--- src/rtl/uart_pkg.sv ---
// Shared UART types and widths for the receiver and transmitter.
package uart_pkg;

    localparam int UART_DATA_BITS = 8;

    typedef enum logic [1:0] {IDLE, START, DATA, STOP} rx_state_t;
    typedef enum logic [1:0] {TX_IDLE, TX_START, TX_DATA, TX_STOP} tx_state_t;

endpackage

--- src/rtl/bit_sync.sv ---
// Two-flop synchronizer for an asynchronous single-bit input.
module bit_sync #(
    parameter logic RESET_VAL = 1'b1
) (
    input  logic clk,
    input  logic reset,
    input  logic d,
    output logic q
);

    logic meta;

    always_ff @(posedge clk or negedge reset) begin
        if (!reset) begin
            meta <= RESET_VAL;
            q    <= RESET_VAL;
        end else begin
            meta <= d;
            q    <= meta;
        end
    end

endmodule

--- src/rtl/uart_rx.sv ---
// 8N1 UART receiver with oversampled mid-bit sampling and a one-entry
// valid/ready holding register; flags framing errors and overruns.
module uart_rx
    import uart_pkg::*;
#(
    parameter int OVERSAMPLE = 16
) (
    input  logic                      clk,
    input  logic                      reset,
    input  logic                      stick,
    input  logic                      rx_in,
    output logic [UART_DATA_BITS-1:0] rx_data,
    output logic                      rx_valid,
    input  logic                      rx_ready,
    output logic                      rx_busy,
    output logic                      frame_err,
    output logic                      overrun
);

    localparam int OS_W = $clog2(OVERSAMPLE);
    localparam logic [OS_W-1:0] OS_LAST = OS_W'(OVERSAMPLE - 1);
    localparam logic [OS_W-1:0] OS_HALF = OS_W'(OVERSAMPLE / 2 - 1);
    localparam logic [2:0]      BIT_LAST = 3'(UART_DATA_BITS - 1);

    rx_state_t                 state;
    logic [OS_W-1:0]           os_cnt;
    logic [2:0]                bit_cnt;
    logic [UART_DATA_BITS-1:0] shift;
    logic                      stick_prev;
    logic                      rx_s;
    logic                      tick;
    logic                      stop_sample;

    bit_sync #(.RESET_VAL(1'b1)) u_sync (
        .clk   (clk),
        .reset (reset),
        .d     (rx_in),
        .q     (rx_s)
    );

    always_comb begin
        tick        = stick && !stick_prev;
        stop_sample = tick && (state == STOP) && (os_cnt == OS_LAST);
    end

    always_ff @(posedge clk or negedge reset) begin
        if (!reset) begin
            state      <= IDLE;
            os_cnt     <= '0;
            bit_cnt    <= '0;
            shift      <= '0;
            stick_prev <= 1'b0;
            rx_data    <= '0;
            rx_valid   <= 1'b0;
            rx_busy    <= 1'b0;
            frame_err  <= 1'b0;
            overrun    <= 1'b0;
        end else begin
            stick_prev <= stick;
            rx_busy    <= (state != IDLE);
            frame_err  <= 1'b0;
            overrun    <= 1'b0;

            if (tick) begin
                case (state)
                    IDLE: begin
                        if (!rx_s) begin
                            state  <= START;
                            os_cnt <= '0;
                        end
                    end
                    START: begin
                        if (os_cnt == OS_HALF) begin
                            if (!rx_s) begin
                                state   <= DATA;
                                os_cnt  <= '0;
                                bit_cnt <= '0;
                            end else begin
                                state <= IDLE;
                            end
                        end else begin
                            os_cnt <= os_cnt + 1'b1;
                        end
                    end
                    DATA: begin
                        if (os_cnt == OS_LAST) begin
                            shift  <= {rx_s, shift[UART_DATA_BITS-1:1]};
                            os_cnt <= '0;
                            if (bit_cnt == BIT_LAST) state <= STOP;
                            else                     bit_cnt <= bit_cnt + 1'b1;
                        end else begin
                            os_cnt <= os_cnt + 1'b1;
                        end
                    end
                    STOP: begin
                        // Stop sampled at mid-bit so back-to-back frames keep margin.
                        if (os_cnt == OS_LAST) begin
                            state     <= IDLE;
                            os_cnt    <= '0;
                            frame_err <= !rx_s;
                        end else begin
                            os_cnt <= os_cnt + 1'b1;
                        end
                    end
                    default: state <= IDLE;
                endcase
            end

            if (stop_sample && rx_s) begin
                if (!rx_valid || rx_ready) begin
                    rx_data  <= shift;
                    rx_valid <= 1'b1;
                end else begin
                    overrun <= 1'b1;
                end
            end else if (rx_valid && rx_ready) begin
                rx_valid <= 1'b0;
            end
        end
    end

endmodule

--- config.mk ---
export PLATFORM = sky130hd
export DESIGN_NAME = uart_rx
export DESIGN_NICKNAME = d
export VERILOG_FILES = /design/src/rtl/uart_pkg.sv /design/src/rtl/bit_sync.sv /design/src/rtl/uart_rx.sv
export SDC_FILE = /design/constraint.sdc
export NUM_CORES = 1
export LEC_CHECK = 0
export BUFFER_PORTS_ARGS = -buffer_cell sky130_fd_sc_hd__buf_2
export CORE_ASPECT_RATIO = 0.75
export CORE_UTILIZATION = 58
export DETAILED_ROUTE_END_ITERATION = 8
export PLACE_DENSITY = 0.8
export SLEW_MARGIN = 5
export SYNTH_ARGS = -nofsm -noshare
export SYNTH_HDL_FRONTEND = slang
export SYNTH_SLANG_ARGS = --single-unit
--- constraint.sdc ---
create_clock -name clk -period 5.6 [get_ports clk]
set_clock_uncertainty 0.1 [all_clocks]
set_input_delay 0.84 -clock clk [delete_from_list [all_inputs] [get_ports clk]]
set_output_delay 0.84 -clock clk [all_outputs]
set_load 0.03 [all_outputs]
Yosys cells after proc, flatten, opt, wreduce, memory -nomap -nowiden. Cells that the tools add are included.

Output and inout port bits: 12. Bits in registers: 32. Logic and storage cells: 71.

Add/sub/neg operators: 2. Equal/unequal tests: 14. Multiplexer cells: 24. Reductions and logical operators: 19.

Operators by type and width (count): 2-bit two-way mux (6); 3-bit two-way mux (4); 4-bit two-way mux (3); 2-bit != test (second input constant) (6); 4-bit one-hot mux with 3 select lines (1); 6-bit AND reduction (2); 1-bit two-way mux (8); 2-bit one-hot mux with 4 select lines (1); 3-bit one-hot mux with 2 select lines (1); 2-bit nonzero test (3); 1-bit logical AND (5); 4-bit by 1-bit adder with 4-bit output (second input constant) (1); 2-bit == test (second input constant) (2); 4-bit by 3-bit == test with 1-bit output (second input constant) (1); 4-bit == test (second input constant) (1); 2-bit by 1-bit != test with 1-bit output (second input constant) (2); 2-bit AND reduction (2); 3-bit by 1-bit adder with 3-bit output (second input constant) (1); 3-bit == test (second input constant) (1); 1-bit logical NOT (3); 3-bit AND reduction (1); 2-bit by 1-bit == test with 1-bit output (second input constant) (1); 2-bit logical NOT (1); 2-bit OR reduction (1); 1-bit logical OR (1).

Depth between registers and ports, before layout. Gate-level depths: netlist (run 1).

Depth in word-level cells: 7. Mapped depth: 6. Mapped depth without buffers: 5.

Hierarchy. Synthesis (run 1) repeated with hierarchy kept, for this count alone.

Cells, all modules: 104. Area, all modules: 1390.1 µm².

Modules (own cells, without submodules): uart_rx (sequential area each 750.7 µm², cells an instance 102, area an instance 1337.5 µm², instances 1); bit_sync (sequential area each 52.6 µm², cells an instance 2, area an instance 52.6 µm², instances 1).

Worst setup path after synthesis (run 1). No wires, ideal clock.

Kind: input-to-reg. From: input port stick. To: register rx_data[0]. Stages on the path: 5. Path slack: 3594 ps. Data required time: 5375 ps. Arrival: 1781 ps. Buffers on the path: 1. Setup time: 125 ps. Cell sequence: nand2b_1 nor3_1 and3_1 buf_4 mux2_2.

Cells in the longest elaborated chain, start to end: 5.

RTL lines: start, declared (line uart_rx.sv:10) `input logic stick,`; 1-bit logical AND (line uart_rx.sv:42) `tick = stick && !stick_prev;`; 1-bit logical AND (2 in series) (line uart_rx.sv:43) `stop_sample = tick && (state == STOP) && (os_cnt == OS_LAST);`; 1-bit logical AND (line uart_rx.sv:109) `if (stop_sample && rx_s) begin`; 2-bit AND reduction (no line); end signal, assigned (line uart_rx.sv:111) `rx_data <= shift;`; end, declared (line uart_rx.sv:12) `output logic [UART_DATA_BITS-1:0] rx_data,`.

No other way between the ends. A chain may end at the register's enable or synchronous reset.

Worst setup path in the final report (run 1).
From: input port stick. To: register rx_data[7].

The elaborated chain is that of the path after synthesis.

==> results of run 1 <==
==> through the flow <==
step / utilization / setup slack (ns) / std cells / total power, mW
floorplan: - / 3.59 / 102 / 0.394
global placement: 0.701 / 3.33 / 147 / 0.411
detailed placement: 0.701 / 3.22 / 147 / 0.419
CTS: 0.730 / 3.59 / 155 / 0.555
global route: 0.730 / 3.48 / 155 / 0.581
finish: 0.730 / 3.61 / 155 / 0.550
==> worst paths after layout <==
| path | end | slack, ns | from | depth (start not counted) |
|---|---|---|---|---|
| worst max-delay path | rx_data[7]$_DFFE_PN0P_ | 3.61 | stick | 5 |
| worst max register to register | rx_data[7]$_DFFE_PN0P_ | 3.61 | os_cnt[0]$_DFFE_PN0N_ | 5 |
| worst min register to register | u_sync.q$_DFF_PN1_ | 0.26 | u_sync.meta$_DFF_PN1_ | 0 |
| max in group asynchronous | rx_data[4]$_DFFE_PN0P_ | 4.50 | reset | 1 |
| min in group asynchronous | shift[2]$_DFFE_PN0P_ | 0.46 | reset | 1 |
| worst min-delay path | u_sync.q$_DFF_PN1_ | 0.26 | u_sync.meta$_DFF_PN1_ | 0 |
==> per-layer routing <==
metal	share of wire	GRT usage	vias up
li1	-	-	401
met1	0.49	0.307	428
met2	0.45	0.303	24
met3	0.063	0.0760	0
met4	0	0.0857	0
met5	0	0	-
==> layout by cell type (no fill, tap or decap) <==
cell	count
nand2_1	4
mux2i_1	1
mux2_2	21
a21oi_1	1
dfstp_2	2
xnor2_1	1
a22o_1	2
o32a_1	1
o21ai_0	2
buf_2	16
nand4_1	1
and3b_2	1
nand2b_4	1
a22o_2	1
nor3_1	1
clkinv_2	2
inv_1	3
nor3_4	1
nand3b_1	1
dfrtp_1	30
nand3_4	1
o211ai_1	1
nand2b_1	3
clkbuf_8	1
a2bb2oi_2	1
and3_2	1
clkbuf_4	5
nor2_2	1
nor2b_1	2
ha_1	3
nand3_1	1
and3_1	1
nor4_1	1
nor2_1	8
==> state kept, by name, summed over array words and instances, names as in the netlist, named ones only <==
name,cells
stick_prev,1
state,1
overrun,1
shift,8
u_sync.meta,1
frame_err,1
bit_cnt,3
rx_valid,1
rx_busy,1
u_sync.q,1
rx_data,8
os_cnt,4
==> layout make-up <==
| class | count | area share |
|---|---|---|
| Inverter | 3 | 0.00728 |
| Tap cell | 32 | 0.0259 |
| Clock buffer | 6 | 0.0331 |
| Timing Repair Buffer | 16 | 0.0517 |
| Sequential cell | 32 | 0.519 |
| Clock inverter | 2 | 0.00647 |
| Multi-Input combinational cell | 64 | 0.357 |
==> cells by family after synthesis <==
logic type / synth area share
flip-flops: 0.579
AND/OR/NAND/NOR: 0.133
multiplexers: 0.178
AO/OA/AOI/OAI: 0.0542
buffers and inverters: 0.0226
adder cells (fa/ha/maj): 0.0271
XOR/XNOR: 0.00632
==> critical path, stage by stage <==
cell and delay (ns):
buf_2 0.10, nand2b_1 0.16, nor3_1 0.20, and3_1 0.42
mux2_2 0.39
==> where the power goes <==
group / switching [mW] / leakage [nW] / internal [mW]
registers: 0.0362 / 0.424 / 0.258
logic: 0.0611 / 0.332 / 0.0587
clock network: 0.0757 / 0.0380 / 0.0597
total: 0.173 / 0.794 / 0.377
==> key figures, run 1 <==
Outcome
  • Outcome: complete, no violations

STA
  • Final-report hold violation count: 0
  • Min Tclk post-route: 1.99 ns
  • Worst Max-Slew Pin Slew: 0.704 ns
  • Final setup fails: 0
  • Slew margin rel.: 0.531
  • FMAX: 501 MHz
  • Max-slew violations: 0
  • Final cycle utilization of the critical path: 0.356
  • RSZ-0062 raised after global routing: no
  • Minimum hold slack: 0.261 ns
  • Setup tns final: 0 ns

Synthesis
  • Synthesized flop and latch total: 32
  • Cell taking the most area after synthesis: dfrtp_1
  • Synth Warn #: 0
  • Cell with the most instances after synthesis: dfrtp_1
  • Netlist Area Pre-Place: 0.00139 mm^2
  • Synth Instances: 102
  • Net count after synthesis: 110
  • Main flop type after synthesis: dfrtp_1
  • Top cells by area, synth: dfrtp_1 (54%), mux2_2 (17%), dfstp_2 (3.8%)
  • Syn avg cell area: 13.6 um^2
  • Asr flop ratio synth: 1.00
  • Yosys top cell area share: 0.542
  • Count of cell types in the netlist: 32
  • Most frequent cells after synthesis: dfrtp_1 (30), mux2_2 (21), nor2_1 (8), nand2_1 (4)
  • Sequential element share of the synthesized area: 0.579
  • Post-synth EDFFs: 0

Pwr
  • Leakage power: 0.794 nW
  • Power density cells: 355 mW/mm^2
  • Worst vdd rail ir drop: 0.000248 V

Die
  • Die W: 58.5 um
  • I/O pins: 17
  • Cell Rows: 14
  • Die footprint: 0.00259 mm^2
  • Die H: 44.3 um
  • Core area: 0.00212 mm^2
  • Initial Util: 0.654

Job
  • Max-cap violations: 0

Detailed routing
  • # DRC: 0
  • Routed WL: 2.27 mm
  • Routed vias: 853
  • Vias per inst: 5.50
  • Drt first-iter violations: 12
  • Routed Antenna Nets: 0
  • Drt pass-1 iters: 4
  • Routed len/inst: 14.6 um

Clock network
  • Resized Gates After CTS: 0
  • CTS sink count: 32
  • Hold Buf Count CTS: 0
  • Depth of the CTS H-tree: 2
  • Clock Path Buffers: 2
  • Post-CTS Setup Bufs: 0
  • CTS tree: done
  • Cts bufs inserted: 5
  • Clk slew on worst S/H paths: 0.09 ns
  • CTS root buf: clkbuf_4
  • Skew-Pair Late Insertion Delay: 0.32 ns

Placement
  • Count of input and output buffers: 16
  • Final GP Congestion: 0.836
  • Post-DP Area: 0.00149 mm^2
  • Post-DP HPWL: 1.61 mm

Global route
  • Initial antenna violation count: 0
  • Vias in the first global route: 830
  • First-pass GRT wire length: 3.90 mm
  • Total grt overflow: 0
  • Largest net degree at the start of global routing: 33
  • GRT Resource Usage Total: 0.215

Setup path
  • Crit path arrival time: 2.10 ns
  • Req. time, crit path: 5.71 ns
  • Crit Path Max Fanout: 8
  • Type of origin of the critical path: primary input
  • Crit Path Class: in -> reg
  • Worst Setup End Kind: register

Final layout
  • Layout net count: 130
  • Filler instances: 153
  • Multi-input logic area: 552 um^2
  • Layout Area Growth over Synthesis: 11.6%
  • Antenna diode count: 0
  • Design area: 0.00155 mm^2
  • Share of layout cells above drive strength 1: 0.447
  • Register Area: 803 um^2

Hold path
  • Hold Crit Class: reg -> reg
No activity file was read; power rests on OpenSTA's default activity.
==> run 2, diff against run 1 <==
--- a/config.mk
+++ b/config.mk
@@ -5,11 +5,12 @@
 export SDC_FILE = /design/constraint.sdc
 export NUM_CORES = 1
 export LEC_CHECK = 0
+export ABC_AREA = 1
 export BUFFER_PORTS_ARGS = -buffer_cell sky130_fd_sc_hd__buf_2
 export CORE_ASPECT_RATIO = 0.75
-export CORE_UTILIZATION = 58
+export CORE_UTILIZATION = 50
 export DETAILED_ROUTE_END_ITERATION = 8
-export PLACE_DENSITY = 0.8
+export PLACE_DENSITY = 0.73
 export SLEW_MARGIN = 5
 export SYNTH_ARGS = -nofsm -noshare
 export SYNTH_HDL_FRONTEND = slang
==> constraint.sdc (replaced) <==
create_clock -name clk -period 1.7 [get_ports clk]
set_clock_uncertainty 0.1 [all_clocks]
set_input_delay 0.255 -clock clk [delete_from_list [all_inputs] [get_ports clk]]
set_output_delay 0.255 -clock clk [all_outputs]
set_load 0.03 [all_outputs]
==> run 2 against run 1 <==
Net effect: clock-buffer cell count is 2 higher; highest routed layer is now met4; sequential power rose to 3.4 times the previous value; cell count rose by 42%; die area up 19%; flip-flop and latch count stayed put; register-to-register slack lost 3.5 ns; wire length rose by 13%.
==> key figures, run 2 <==
Job
  • Max-cap violations: 0 (unchanged)

Detailed routing
  • Vias per inst: 4.97 (-9.6%)
  • Routed WL: 2.57 mm (+13%)
  • Routed Antenna Nets: 0 (unchanged)
  • Routed len/inst: 11.7 um (-20%)
  • Drt pass-1 iters: 4 (unchanged)
  • Drt first-iter violations: 50 (+38)
  • Routed vias: 1094 (+28%)
  • # DRC: 0 (unchanged)

Setup path
  • Crit path arrival time: 1.65 ns (-0.45 ns)
  • Crit Path Max Fanout: 4 (-4)
  • Type of origin of the critical path: register
  • CP max-delay cell: dfrtp_1
  • Critical R2R Launch: bit_cnt[0]$_DFFE_PN0P_
  • Reg-to-Reg End: bit_cnt[0]$_DFFE_PN0P_
  • Req. time, crit path: 1.78 ns (-3.93 ns)
  • Cell family with most CP delay: adder cells
  • Crit Path Class: reg -> reg
  • Crit path cell chain: ha_1 > ha_1 > inv_1 > nand2_1 > o21ai_2 > nand2_2 > nand2_1 > nand2_1
  • R2R Setup Slk: 0.13 ns (-3.48 ns)
  • Crit path buf inv count: 1 (unchanged)
  • CP peak stage delay: 0.40 ns (-0.02 ns)
  • Crit path top cell by count: nand2_1
  • Worst Setup End Kind: register
  • R2r worst-path depth: 8 (+3)

Synthesis
  • Sequential element share of the synthesized area: 0.561 (-0.0187)
  • Synth Warn #: 0 (unchanged)
  • Largest family of logic cells by synthesized area: simple AND/OR/NAND/NOR gates
  • Synthesized flop and latch total: 32 (unchanged)
  • Main flop type after synthesis: dfrtp_1
  • Synth Instances: 159 (+56%)
  • Top cells by area, synth: dfrtp_1 (52%), nand2_1 (14%), nand3_1 (5.2%)
  • Cell taking the most area after synthesis: dfrtp_1
  • Most frequent cells after synthesis: nand2_1 (54), dfrtp_1 (30), nand3_1 (15), inv_1 (12), nor2_1 (10)
  • Post-Synth Adder-Cell Area: 0.0262 (-0.000875)
  • Syn avg cell area: 9.01 um^2 (-34%)
  • Net count after synthesis: 167 (+52%)
  • Simple-Gate Fraction of Synth Area: 0.302 (+0.170)
  • Asr flop ratio synth: 1.00 (unchanged)
  • Post-synth EDFFs: 0 (unchanged)
  • Mux share of post-synthesis cell area: 0 (-0.178)
  • Yosys top cell area share: 0.524 (-0.0175)
  • Count of cell types in the netlist: 24 (-25%)
  • Compound-gate portion of the synthesized area: 0.0524 (-0.00175)
  • Synth Area in XOR/XNOR: 0.00611 (-0.000204)
  • Cell with the most instances after synthesis: nand2_1
  • Netlist Area Pre-Place: 0.00143 mm^2 (+3.3%)

Global route
  • First-pass GRT wire length: 4.52 mm (+16%)
  • Largest net degree at the start of global routing: 33 (unchanged)
  • GRT Resource Usage Total: 0.196 (-0.0189)
  • Vias in the first global route: 991 (+19%)
  • Total grt overflow: 0 (unchanged)
  • Initial antenna violation count: 0 (unchanged)

STA
  • FMAX: 635 MHz
  • Min Tclk post-route: 1.57 ns
  • Max-slew violations: 0 (unchanged)
  • Worst Max-Slew Pin Slew: 0.691 ns (-0.0125 ns)
  • Final setup fails: 0 (unchanged)
  • Final cycle utilization of the critical path: 0.926
  • Final-report hold violation count: 0 (unchanged)
  • Setup tns final: 0 ns (unchanged)
  • Slew margin rel.: 0.539 (+0.00835)
  • RSZ-0062 raised after global routing: no

Die
  • I/O pins: 17 (unchanged)
  • Die footprint: 0.00309 mm^2 (+19%)
  • Die W: 63.8 um (+9.2%)
  • Core area: 0.00266 mm^2 (+26%)
  • Cell Rows: 16 (+2)
  • Die H: 48.4 um (+9.1%)
  • Initial Util: 0.538 (-0.116)

Clock network
  • CTS tree: done
  • Cts bufs inserted: 5 (unchanged)
  • CTS root buf: clkbuf_8
  • CTS sink count: 32 (unchanged)
  • Clock Path Buffers: 2 (unchanged)
  • Clk slew on worst S/H paths: 0.06 ns (-0.03 ns)
  • Post-CTS Setup Bufs: 0 (unchanged)
  • Skew-Pair Late Insertion Delay: 0.28 ns (-0.04 ns)
  • Depth of the CTS H-tree: 2 (unchanged)

Hold path
  • Hold Crit Class: reg -> reg
  • Hold path cells: 0 (unchanged)
  • Hold path endpoint: u_sync.q$_DFF_PN1_
  • HP Start: u_sync.meta$_DFF_PN1_

Final layout
  • Most frequent cells in the layout: nand2_1 (53), dfrtp_1 (29), buf_2 (16)
  • Filler instances: 217 (+42%)
  • Antenna diode count: 0 (unchanged)
  • Share of layout cells above drive strength 1: 0.223 (-0.224)
  • Most common cell after layout, fill and taps aside: nand2_1
  • Finished Layout Cells: 220 (+42%)
  • Layout net count: 191 (+47%)
  • Regs by FF count: rx_data: 8 flops, shift: 8 flops, os_cnt: 4 flops
  • Layout Area Growth over Synthesis: 17.5%

Outcome
  • Outcome: complete, no violations

Pwr
  • Leakage power: 0.937 nW (+18%)
  • Worst vdd rail ir drop: 0.000581 V (+130%)
  • Power density cells: 1200 mW/mm^2 (+240%)
  • Power, Total: 2.02 mW (+270%)

Placement
  • Count of input and output buffers: 16 (unchanged)
  • Dpl cells: 209 (+42%)
  • Post-DP HPWL: 1.81 mm (+12%)
  • Final GP Congestion: 0.892 (+6.6%)
-- run 2: cell types whose count changed in the layout (fill, tap and decap cells not counted), sizes merged, moves of 6 or more --
cell	change
inv	+13
mux2	-21
nand2	+54
nand3	+14
o21ai	+6
-- run 2: cells by family after synthesis --
family	after synthesis
adder cells (fa/ha/maj)	3
flip-flops	32
AO/OA/AOI/OAI	14
XOR/XNOR	1
buffers and inverters	18
AND/OR/NAND/NOR	91
-- run 2: what timing repair did --
item / CTS / global route
hold endpoints to repair: 32 / 0
hold buffers: 3 / 0
resized for setup: 0 / 5
setup endpoints to repair: 0 / 13
-- run 2: cell type report --
cell class,count,area [um^2],share of cell area
multi-input cells,109,573,0.341
well taps,36,45.0,0.0268
flip-flops and latches,32,805,0.478
inverters,16,60.1,0.0357
clock buffers,8,90.1,0.0535
repair buffers,19,110,0.0654
-- run 2: per-stage QoR --
stage               utilization  area [um^2]  hold WS (ns)  setup slack, ns
finish                    0.632         1680         0.257            0.126
global route              0.632         1680         0.259           0.0184
CTS                       0.625         1660         0.257           0.0591
detailed placement        0.579         1540         0.239           0.0775
global placement          0.579         1540         0.230            0.149
floorplan                     -         1430        -0.141            0.227
-- run 2: worst max-delay path by stage --
stage                      startpoint                      to  slack (ns)  cells after the start
6_report       bit_cnt[0]$_DFFE_PN0P_  bit_cnt[0]$_DFFE_PN0P_        0.13                      8
5_1_grt         os_cnt[1]$_DFFE_PN0N_  rx_data[4]$_DFFE_PN0P_        0.02                      8
2_1_floorplan   os_cnt[0]$_DFFE_PN0N_  rx_data[0]$_DFFE_PN0P_        0.23                      8
3_5_place_dp    os_cnt[0]$_DFFE_PN0N_  rx_data[5]$_DFFE_PN0P_        0.08                      8
4_1_cts         os_cnt[0]$_DFFE_PN0N_  bit_cnt[1]$_DFFE_PN0P_        0.06                      6
3_3_place_gp    os_cnt[0]$_DFFE_PN0N_  rx_data[6]$_DFFE_PN0P_        0.15                      8
-- run 2: layer usage --
layer | global-route usage | up-vias | wire length (um) | share of wire
met5 | 0 | - | 0 | 0
met4 | 0.0795 | 0 | 42 | 0.016
met3 | 0.0708 | 7 | 128 | 0.050
met2 | 0.254 | 24 | 1060 | 0.41
met1 | 0.294 | 509 | 1340 | 0.52
li1 | - | 554 | - | -
-- run 2: power breakdown --
group	internal [mW]	switching, mW	total [mW]
combinational	0.153	0.283	0.436
sequential	0.858	0.129	0.987
clock	0.330	0.266	0.595
total	1.34	0.677	2.02
